===== src/rtl/divseq_pkg.sv =====
// divseq_pkg: state encoding and sizing helpers shared by the divseq unit.
package divseq_pkg;

    typedef enum logic [1:0] {IDLE, CALC, DONE} state_t;

    function automatic int calc_n(input int xlen, input int radix_bits);
        return xlen / radix_bits;
    endfunction

    function automatic int cnt_w(input int n);
        return $clog2(n + 1);
    endfunction

endpackage


===== src/rtl/divseq_step.sv =====
// divseq_step: one combinational restoring-division step.
module divseq_step #(
    parameter int XLEN = 32
) (
    input  logic [XLEN:0]   rem_i,
    input  logic            bit_i,
    input  logic [XLEN-1:0] dvs_i,
    output logic [XLEN:0]   rem_o,
    output logic            q_o
);

    logic [XLEN:0] shifted;

    // A set top bit means the true shifted value exceeds any divisor.
    always_comb begin
        shifted = {rem_i[XLEN-1:0], bit_i};
        q_o     = rem_i[XLEN] | (shifted >= {1'b0, dvs_i});
        rem_o   = q_o ? shifted - {1'b0, dvs_i} : shifted;
    end

endmodule


===== src/rtl/divseq.sv =====
// divseq: iterative signed/unsigned divider, RADIX_BITS quotient bits per cycle,
// with single-cycle divide-by-zero and signed-overflow results.
module divseq
    import divseq_pkg::*;
#(
    parameter int XLEN       = 32,
    parameter int RADIX_BITS = 1
) (
    input  logic            clk,
    input  logic            rst,
    input  logic            vld,
    output logic            rdy,
    input  logic [XLEN-1:0] a,
    input  logic [XLEN-1:0] b,
    input  logic            sgn,
    output logic            ack,
    input  logic            ack_rdy,
    output logic [XLEN-1:0] quo,
    output logic [XLEN-1:0] rem,
    output logic            dz,
    output logic            ovf
);

    localparam int N  = calc_n(XLEN, RADIX_BITS);
    localparam int CW = cnt_w(N);

    state_t          state_q, state_d;
    logic [CW-1:0]   cnt_q, cnt_d;
    logic [XLEN-1:0] dvd_q, dvd_d, dvs_q, dvs_d, quo_q, quo_d, rem_q, rem_d;
    logic [XLEN:0]   rp_q, rp_d;
    logic            negq_q, negq_d, negr_q, negr_d, dz_q, dz_d, ovf_q, ovf_d;

    logic [XLEN:0]       r_chain [RADIX_BITS+1];
    logic                q_chain [RADIX_BITS];
    logic [XLEN-1:0]     qbits, dvd_next, rem_next;

    assign r_chain[0] = rp_q;

    for (genvar g = 0; g < RADIX_BITS; g++) begin : g_step
        divseq_step #(.XLEN(XLEN)) u_step (
            .rem_i (r_chain[g]),
            .bit_i (dvd_q[XLEN-1-g]),
            .dvs_i (dvs_q),
            .rem_o (r_chain[g+1]),
            .q_o   (q_chain[g])
        );
    end

    // Quotient bits shift into the dividend register as its bits are consumed.
    always_comb begin
        qbits = '0;
        for (int i = 0; i < RADIX_BITS; i++) qbits[RADIX_BITS-1-i] = q_chain[i];
        dvd_next = (dvd_q << RADIX_BITS) | qbits;
        rem_next = r_chain[RADIX_BITS][XLEN-1:0];
    end

    always_comb begin
        state_d = state_q;
        cnt_d   = cnt_q;
        dvd_d   = dvd_q;
        dvs_d   = dvs_q;
        rp_d    = rp_q;
        negq_d  = negq_q;
        negr_d  = negr_q;
        quo_d   = quo_q;
        rem_d   = rem_q;
        dz_d    = dz_q;
        ovf_d   = ovf_q;
        case (state_q)
            IDLE: if (vld) begin
                if (b == '0) begin
                    quo_d   = '1;
                    rem_d   = a;
                    dz_d    = 1'b1;
                    state_d = DONE;
                end else if (sgn && a == {1'b1, {(XLEN-1){1'b0}}} && b == '1) begin
                    quo_d   = a;
                    rem_d   = '0;
                    ovf_d   = 1'b1;
                    state_d = DONE;
                end else begin
                    dvd_d   = (sgn && a[XLEN-1]) ? -a : a;
                    dvs_d   = (sgn && b[XLEN-1]) ? -b : b;
                    rp_d    = '0;
                    cnt_d   = CW'(N);
                    negq_d  = sgn & (a[XLEN-1] ^ b[XLEN-1]);
                    negr_d  = sgn & a[XLEN-1];
                    state_d = CALC;
                end
            end
            CALC: begin
                dvd_d = dvd_next;
                rp_d  = r_chain[RADIX_BITS];
                cnt_d = cnt_q - CW'(1);
                if (cnt_q == CW'(1)) begin
                    quo_d   = negq_q ? -dvd_next : dvd_next;
                    rem_d   = negr_q ? -rem_next : rem_next;
                    state_d = DONE;
                end
            end
            DONE: if (ack_rdy) begin
                dz_d    = 1'b0;
                ovf_d   = 1'b0;
                state_d = IDLE;
            end
            default: state_d = IDLE;
        endcase
    end

    always_ff @(posedge clk or posedge rst) begin
        if (rst) begin
            state_q <= IDLE;
            cnt_q   <= '0;
            dvd_q   <= '0;
            dvs_q   <= '0;
            rp_q    <= '0;
            negq_q  <= 1'b0;
            negr_q  <= 1'b0;
            quo_q   <= '0;
            rem_q   <= '0;
            dz_q    <= 1'b0;
            ovf_q   <= 1'b0;
        end else begin
            state_q <= state_d;
            cnt_q   <= cnt_d;
            dvd_q   <= dvd_d;
            dvs_q   <= dvs_d;
            rp_q    <= rp_d;
            negq_q  <= negq_d;
            negr_q  <= negr_d;
            quo_q   <= quo_d;
            rem_q   <= rem_d;
            dz_q    <= dz_d;
            ovf_q   <= ovf_d;
        end
    end

    assign rdy = (state_q == IDLE);
    assign ack = (state_q == DONE);
    assign quo = quo_q;
    assign rem = rem_q;
    assign dz  = dz_q;
    assign ovf = ovf_q;

endmodule


===== config.mk =====
export PLATFORM = sky130hd
export DESIGN_NAME = divseq
export DESIGN_NICKNAME = d
export VERILOG_FILES = /design/src/rtl/divseq_pkg.sv /design/src/rtl/divseq_step.sv /design/src/rtl/divseq.sv
export SDC_FILE = /design/constraint.sdc
export NUM_CORES = 1
export LEC_CHECK = 0
export ABC_AREA = 1
export BUFFER_PORTS_ARGS = -buffer_cell sky130_fd_sc_hd__buf_2
export CAP_MARGIN = 30
export CORE_MARGIN = 1
export CORE_UTILIZATION = 45
export DETAILED_ROUTE_END_ITERATION = 8
export PLACE_DENSITY = 0.68
export SYNTH_ARGS = -nofsm -noshare
export SYNTH_HDL_FRONTEND = slang
export SYNTH_SLANG_ARGS = --single-unit

===== constraint.sdc =====
create_clock -name clk -period 4.6 [get_ports clk]
set_input_delay 0.23 -clock clk [delete_from_list [all_inputs] [get_ports clk]]
set_output_delay 0.23 -clock clk [all_outputs]
set_load 0.005 [all_outputs]

==> metrics <==
status=completed; total CTS buffers=17; Synthesized Nets=2232; relative slew slack=48.9%; largest net degree at the start of global routing=about 120; Initial DRT Pass Iterations=6; Site Rows=63; CTS clk-pin slew, worst paths=0.09 ns; I/O Buffers=136; maximum fanout along the worst path=6; Async S/R FF share, synth=between 90% and 100%; Worst setup startpoint=dvs_q[2]; Final ANT Viol Nets=0; final slew viol count=0; Longest Clk Path Bufs=2; RR Startpoint=dvs_q[2]; measured slew at the worst slew-check pin=0.766 ns; # setup viols final=0; final std cells w/o fill=approximately 2600; post-DR wirelength/cell=19.2 um; RD Place Congestion=1.03; RSZ-0062 raised after global routing=no; Overflow after GRT=0; antenna violations before repair=1; IO Count=137; Clock Latency Late Sink=0.47 ns; final core utilization=51.6%; register area share after synthesis=31.5%; Final Hold Viols=0; maxcap violations=0; hold path startpoint=b[30]; synthesized cell area=13700 um2; vias=14900; Syn. warnings=0; Hold Path Class=in2reg; Seq cells post-synth=173; Die ar.=31200 um2; cell taking the most area after synthesis=dfrtp_1; setup total negative slack=0 ns; EDFF count, synth=0; most common cell in the netlist=nand2_1; routed via count divided by cell count=about 5.7; crit path launch type=flop; pre-CTS setup slack=~0.45 ns; H-tree Lvls=4; Root Buffer=clkbuf_16; Crit path required time=between 4 and 5 ns; clock sink count=173; Setup CP Type=reg2reg; Syn Area/Cell=approximately 6.5 um2; global-route wire length before repair=78200 um; Worst EP arrival=4.51 ns; fin nets=2337; placed cells=2597; Mapped Cells=roughly 2100; layout cells sized above 1=13.0%; clk_skew=around 0.019 ns; Tmin final=a little over 4 ns; setup ws final=roughly 0.44 ns; Die H=177 um; Synth top area share=31.5%; Iter 0 DRT Violations=1678; Synth top cells by count=nand2_1, inv_1, nor2_1; dpl hpwl=38300 um; GR Util All Layers=between 30% and 40%; Core Region=29900 um2; Synth area leaders=dfrtp_1, nand2_1, inv_1; total wire length=50400 um; area grow syn2layout=12.2%; FMAX=approximately 240 MHz; Post-CTS Setup Bufs=0; DRC viols=0; ys flop type=dfrtp_1; fillers=3098; crit path capture type=flop; die width=177 um; period utilization=~90%; count of cell types in the netlist=55; vias in the first global route=13700; Initial Utilization=46.0%; CTS tree=yes
[area by class of cell]
class	instances	area, um2	area share, %
well taps	390	488	3.17
inverters	274	1030	6.70
clock buffers	18	429	2.78
diodes	1	2.50	0.0162
multi-input cells	1602	8050	52.2
repair buffers	160	911	5.91
clock inverters	14	171	1.11
flip-flops and latches	173	4330	28.1
[cells in the final DEF (no fill, tap or decap), types with 10 or more instances in the layout]
cell type	n
nor3_1	21
nor4_1	11
a21oi_1	106
xor2_1	35
clkbuf_16	17
o21ai_0	171
nor2_2	21
nand3_1	152
o211ai_1	10
nand3_2	14
nor2_1	241
ha_1	39
a31oi_1	30
buf_2	136
nand4_1	41
dfrtp_1	173
or2_2	10
nand2_2	20
nand2_1	574
buf_4	19
inv_1	261
[repair_timing]
item	4_1_cts	5_1_grt
endpoints found under the hold margin	30	0
gates resized for setup	0	1
setup endpoints to repair	0	2
hold buffers	2	0
[through the flow]
stage                     cell area, um2  hold WS (ns)
after floorplan                    13700         0.315
after global placement             14800         0.383
after detailed placement           14800         0.393
after CTS                          15400         0.113
after global routing               15400         0.137
final                              15400         0.120
[metal layers]
metal,GRT usage (%),wire (um),vias to the layer above
li1,-,-,7136
met5,0,0,-
met1,47.1,22800,7014
met3,5.65,4200,80
met4,11.7,1440,0
met2,49.2,22000,673
[registers in the layout (all words and copies together) (netlist names)]
register  cells
cnt_q         6
dvd_q        32
dvs_q        32
dz            1
negq_q        1
negr_q        1
ovf           1
quo          32
rem          32
rp_q         33
state_q       2
[worst paths after layout]
path | to | slack, ns | depth (start not counted)
max | quo[30] | 0.44 | 25
min | dvs_q[30] | 0.12 | 3
max reg2reg | quo[30] | 0.44 | 25
min reg2reg | dvs_q[18] | 0.48 | 2
max in group asynchronous | rp_q[11] | 3.03 | 4
min in group asynchronous | quo[16] | 0.44 | 3
[critical path: stages, from the launching register on]
cell and delay, ns:
dfrtp_1 0.37, inv_1 0.05, ha_1 0.37, nand2_1 0.12, nand2_1 0.05, nand2_1 0.08
nand2_1 0.06, nand2_1 0.07, nand3_2 0.11, nand2_2 0.12, nand3_4 0.10, a21oi_2 0.25
ha_1 0.23, nand3_1 0.09, nor3_1 0.33, nand3_1 0.27, nor2_1 0.19, nand2_1 0.12
nor2_1 0.24, nand4_1 0.19, nand2_1 0.15, nand2_1 0.10, a21oi_1 0.12, o21ai_0 0.09
o311ai_0 0.09, nand2_1 0.08
[cells by family after synthesis]
kind of cell / share of synthesized area, %
DFF: 31.5
xor gates and xnor gates: 2.74
buffers and inverters: 10.1
adders and majority gates: 3.70
AOI/OAI and AO/OA: 15.7
and+or+nand+nor: 36.2
Power is not shown: default switching activity piles up to over one toggle a cycle in this logic, so the estimate is an artifact.
